### src/rtl/alu_mul_sequencer_pkg.sv
// Shared definitions for the shift-and-add multiply sequencer: ALU opcodes,
// FSM state encoding and the default datapath width.
package alu_mul_sequencer_pkg;

  localparam int WIDTH_DEF = 8;

  localparam logic [2:0] ALU_FWD = 3'b000;
  localparam logic [2:0] ALU_ADD = 3'b001;
  localparam logic [2:0] ALU_AND = 3'b010;
  localparam logic [2:0] ALU_OR  = 3'b011;

  typedef enum logic [1:0] {
    IDLE = 2'd0,
    STEP = 2'd1,
    ADD  = 2'd2,
    FIN  = 2'd3
  } state_t;

endpackage

### src/rtl/alu_mul_sequencer.sv
// Multi-cycle 8x8 (truncated) shift-and-add multiplier that borrows the shared
// ALU for its additions; ALU drive is decoded from registered state only.
module alu_mul_sequencer
  import alu_mul_sequencer_pkg::*;
#(
  parameter int WIDTH         = WIDTH_DEF,
  parameter int SETTLE_CYCLES = 1
) (
  input  logic             CLK,
  input  logic             RESET,
  input  logic             START,
  input  logic [WIDTH-1:0] MCAND,
  input  logic [WIDTH-1:0] MPLIER,
  output logic             BUSY,
  output logic             DONE,
  output logic [WIDTH-1:0] PRODUCT,
  output logic             ALU_OWN,
  output logic [WIDTH-1:0] ALU_DATA1,
  output logic [WIDTH-1:0] ALU_DATA2,
  output logic [2:0]       ALU_SELECT,
  input  logic [WIDTH-1:0] ALU_RESULT
);

  localparam int CW = $clog2(SETTLE_CYCLES + 1);

  state_t           state, state_nx;
  logic [WIDTH-1:0] acc, acc_nx;
  logic [WIDTH-1:0] m, m_nx;
  logic [WIDTH-1:0] q, q_nx;
  logic [WIDTH-1:0] product_q, product_nx;
  logic [CW-1:0]    cnt, cnt_nx;

  always_ff @(posedge CLK or posedge RESET) begin
    if (RESET) begin
      state     <= IDLE;
      acc       <= '0;
      m         <= '0;
      q         <= '0;
      cnt       <= '0;
      product_q <= '0;
    end else begin
      state     <= state_nx;
      acc       <= acc_nx;
      m         <= m_nx;
      q         <= q_nx;
      cnt       <= cnt_nx;
      product_q <= product_nx;
    end
  end

  always_comb begin
    state_nx   = state;
    acc_nx     = acc;
    m_nx       = m;
    q_nx       = q;
    cnt_nx     = cnt;
    product_nx = product_q;
    case (state)
      IDLE: begin
        if (START) begin
          m_nx     = MCAND;
          q_nx     = MPLIER;
          acc_nx   = '0;
          state_nx = STEP;
        end
      end
      STEP: begin
        if (q == '0) begin
          product_nx = acc;
          state_nx   = FIN;
        end else if (!q[0]) begin
          m_nx = m << 1;
          q_nx = q >> 1;
        end else begin
          cnt_nx   = CW'(SETTLE_CYCLES);
          state_nx = ADD;
        end
      end
      ADD: begin
        // ALU inputs have been stable for SETTLE_CYCLES once cnt reaches 1
        cnt_nx = cnt - CW'(1);
        if (cnt == CW'(1)) begin
          acc_nx   = ALU_RESULT;
          m_nx     = m << 1;
          q_nx     = q >> 1;
          state_nx = STEP;
        end
      end
      FIN: state_nx = IDLE;
      default: state_nx = IDLE;
    endcase
  end

  always_comb begin
    BUSY       = (state != IDLE);
    DONE       = (state == FIN);
    ALU_OWN    = (state == ADD);
    ALU_DATA1  = ALU_OWN ? acc : '0;
    ALU_DATA2  = ALU_OWN ? m : '0;
    ALU_SELECT = ALU_OWN ? ALU_ADD : ALU_FWD;
  end

  assign PRODUCT = product_q;

endmodule

### config.mk
export PLATFORM = sky130hd
export DESIGN_NAME = alu_mul_sequencer
export DESIGN_NICKNAME = d
export VERILOG_FILES = /design/src/rtl/alu_mul_sequencer_pkg.sv /design/src/rtl/alu_mul_sequencer.sv
export SDC_FILE = /design/constraint.sdc
export NUM_CORES = 1
export LEC_CHECK = 0
export CAP_MARGIN = 20
export CORE_ASPECT_RATIO = 1.5
export CORE_MARGIN = 4
export CORE_UTILIZATION = 47
export CTS_CLUSTER_SIZE = 8
export DETAILED_ROUTE_END_ITERATION = 8
export PLACE_DENSITY = 0.8
export SYNTH_ARGS = -nofsm -noshare
export SYNTH_HDL_FRONTEND = slang
export SYNTH_SLANG_ARGS = --single-unit
export TNS_END_PERCENT = 1
### constraint.sdc
create_clock -name CLK -period 2.11 [get_ports CLK]
set_input_delay 0.3165 -clock CLK [delete_from_list [all_inputs] [get_ports CLK]]
set_output_delay 0.3165 -clock CLK [all_outputs]
set_load 0.01 [all_outputs]
# Word-level counts from Yosys, hierarchy flattened
# Index checks and enable logic that the tools add are counted.
# op_classes
bitwise_logic	0
eq_ne	9
n_div	0
n_reduce_logical	12
muxes	24
shift	0
n_addsub	1
order_cmp	0
n_mul	0
# ops
operator	count
2-to-1 mux 8 bit	12
case mux 8 bit (3 select lines)	2
case mux 8 bit (2 select lines)	1
AND reduction 3 bit	3
zero test 8 bit	1
2-to-1 mux 2 bit	4
inequality test 2 bit, second input constant	4
case mux 2 bit (4 select lines)	1
nonzero test 2 bit	3
AND reduction 5 bit	1
equality test 2 bit, second input constant	2
AND reduction 4 bit	1
2-to-1 mux 1 bit	3
inequality test 3 bit, second input constant	1
nonzero test 3 bit	1
equality test 2 x 1 -> 1 bit, second input constant	1
zero test 2 bit	1
inequality test 2 x 1 -> 1 bit, second input constant	1
case mux 1 bit (2 select lines)	1
AND reduction 2 bit	1
subtractor 1 bit, second input constant	1
# word_totals
regBits	35
out_inout_bits	30
latch_bits	0
ram_bits	0
mem_count	0
romBits	0
word_cells	53

# Longest topological paths before layout
# logic_depth
word_depth	3
ltp_mapped	7
ltp_nobuf	6

# Least setup slack after synthesis
# OpenSTA, ideal clock, no wires.
# synth_path
path_kind	flip-flop to flip-flop
startpoint	register state[0]
endpoint	register m[1]
stages_incl_launch_ff	8
n_path_buf	1
period_less_slack_ns	1.830
slack_ns	0.280
required_time_ns	1.985
setup_time_ns	0.125
arrival_time_ns	1.705
cell_sequence	dfrtp_1 > inv_1 > ha_1 > or2b_2 > nand3b_2 > a21oi_4 > buf_12 > mux2_4
# synth_between
elab_chain_len	3
word_cells_on_any_way	10
# synth_lines
element	line_no	source
from (decl)	alu_mul_sequencer.sv:26	state_t state, state_nx;
from (signal assigned)	alu_mul_sequencer.sv:42	state <= state_nx;
equality test 2 bit *	n/a	
via ALU_OWN	alu_mul_sequencer.sv:17	output logic ALU_OWN,
inequality test 2 x 1 -> 1 bit (no line) / nonzero test 3 bit (equally long branches)	n/a	
AND reduction 5 bit (no line)	n/a	
to (signal assigned)	alu_mul_sequencer.sv:44	m <= m_nx;
to (decl)	alu_mul_sequencer.sv:28	logic [WIDTH-1:0] m, m_nx;
# The timed path passes the listed nets; every way through them passes the cells marked *.
# A chain may end at the register's enable or synchronous reset.

# Final worst setup path
# layout_path
startpoint	register state[0]
endpoint	output port ALU_DATA1[7]
# layout_between
elab_chain_len	2
# layout_lines
element	line_no	source
equality test 2 bit	alu_mul_sequencer.sv:97	ALU_OWN = (state == ADD);
2-to-1 mux 8 bit	alu_mul_sequencer.sv:98	ALU_DATA1 = ALU_OWN ? acc : '0;
to (decl)	alu_mul_sequencer.sv:18	output logic [WIDTH-1:0] ALU_DATA1,
# No other way between the ends.

==> reports/metrics.cfg <==
[logic_synthesis]
synth-seq-cells=35
synthCells=157
yosys_warnings=0
syn_avg_cell_area_um2=12.2
yosysUniqueCellTypes=38
netlist_area_um2=1910
ys_seq_area_frac=0.458

[global_route]
gr-usage-met2=0.334
grt-ovfl-total=0
gr-usage-all-layers=0.186
grt_pass1_wl_um=7270
grt_use_met1=0.212
antenna_found_initial=0
top_usage_layer=met2
grt_use_met3=0.0392
grt_pass1_vias=1500
grt_max_degree=36

[sta]
hold-worst-slack_ps=426
period_needed_ps=2100
finalSetupViolCount=0
finClkSkew_ps=8.61
timing.final.crit_share=0.996
worst_slack_ps=8.31
slew_viol_final=0
fmax_ghz=0.476
hold_violations=0
rsz0062_at_grt=yes
slew_headroom=0.644
worst_pin_slew_ps=530
setup_tns_ps=0

[clocking]
clock_path_buffers=2
htreeDepth=2
post_cts_buffers=0
clkLatencyLatePin_ps=290
cts.sink_count=35
cts_tree=built
cts-root-buf=clkbuf_8
cts_buffers=5
path_clk_slew_ps=80

[routing]
post_drt_wl_per_cell_um=17.6
dr.pass1.iters=4
drc=0
vias=1434
drt_iter0_markers=23
finalWirelength_um=4580
via_per_inst=5.52
postRouteAntennaNets=0

[worst_setup_path]
path_max_fanout=19
rr_worst_depth=5
worstSetupEndpointType=output pin
crit_end=ALU_DATA1[7]
worstPathRequired_ps=1790
regToRegSetupSlack_ps=160
crit_type=reg -> out
worstReg2RegEnd=q[1]
cp.arrival_ps=1790
r2r-start=state[1]
cp-startpoint=state[0]
critPathLaunchType=flip-flop

[floorplanning]
io_pins=57
die-area_um2=5180
start_util=0.488
die_w_um=60.1
num_rows=28
core-area_um2=3920
fp.dieH_um=86.1

[cells_and_area]
final_cell_count_no_fill=260
stdcell_area_um2=2620
final_cell_mix=clkdlybuf4s50_1 (39), dfrtp_1 (35), mux2_2 (20), a22o_1 (19), and2_1 (17)
final_util=0.667
drive_above_1_share=0.247
antenna_cells=0
final_nets=245
final_common_cell=clkdlybuf4s50_1
areaGrowthSynthToFinish_pct=36.8

[placement]
placed_cell_area_um2=2490
dp_slack_ps=170
place_hpwl_um=3340
io_buffers=54
dp_cells=252
gp_congestion=0.806

[power_and_ir_drop]
ir_drop_mv=0.966
power_density_nw_per_um2=1430
finalPower_mw=3.73
p_leak_nw=1.37

[job]
maxCapViolCount=0

[outcome]
outcome=complete, no violations

[worst_hold_path]
worstHoldPathType=in -> async

critical path, stage by stage (launching register included):
cell,delay (ps)
dfrtp_1,430
inv_2,100
ha_4,160
buf_8,150
and2_1,130
clkdlybuf4s50_1,520
report_power, final:
part           internal (mW)  switching, mW
Clock                  0.230          0.261
Sequential             0.944          0.230
Combinational           1.18          0.885
Total                   2.36           1.38
cells in the mapped netlist (all sizes together):
cell,count,area share
and2,17,0.056
clkinv,1,0.0020
and2b,1,0.0039
nand3,1,0.0052
clkbuf,5,0.010
and3,1,0.0033
nand4,1,0.0033
conb,1,0.0020
inv,6,0.012
o21ai,5,0.013
nand2b,1,0.0046
ha,4,0.026
a22o,20,0.092
o21a,3,0.012
o21bai,1,0.0039
a21o,2,0.0085
or2b,1,0.0046
o211ai,1,0.0039
o2bb2ai,1,0.0046
a31o,1,0.0046
nor2b,1,0.0033
nor3,2,0.0052
a32o,1,0.0052
nand2,4,0.0078
nand3b,1,0.0059
buf,5,0.028
a21oi,4,0.016
mux2,29,0.19
dfrtp,35,0.46
nor4,1,0.0065
registers in the layout, indices dropped and copies added, names as in the netlist:
register and count:
q 8, state 2, cnt 1, acc 8, PRODUCT 8, m 8
how the worst min path moves through the flow:
stage,end,slack [ps],depth (start not counted)
floorplan,PRODUCT[0],470,1
global placement,PRODUCT[7],490,1
detailed placement,PRODUCT[7],490,1
CTS,m[0],440,3
global route,m[0],480,3
finish,m[1],430,3
cells by family (layout without fill, tap and decap cells):
group	count (synthesis)	after routing	synth area share
buf+inv	17	74	0.0523
other cells	1	2	0.00196
compound gates	39	39	0.164
simple gates	32	32	0.109
fa+ha+maj	4	4	0.0262
mux	29	29	0.188
flops	35	35	0.458
what timing repair did:
action | 4_1_cts | 5_1_grt
resized for setup | 9 | 12
hold buffers | 0 | 0
endpoints found under the setup margin | 17 | 11
pin swaps | 0 | 0
cell type report:
type                    count  area (um^2)
repair buffers             59          617
flip-flops and latches     35          876
fillers                   317         1310
inverters                   7         26.3
clock buffers               5         68.8
clock inverters             3         20.0
well taps                  45         56.3
multi-input cells         106          953
layer usage:
metal | part of all wire | wire [um]
met1 | 0.38 | 1760
met2 | 0.55 | 2510
met3 | 0.053 | 244
met4 | 0.014 | 65
met5 | 0 | 0
Power figures use the tool's default switching activity.
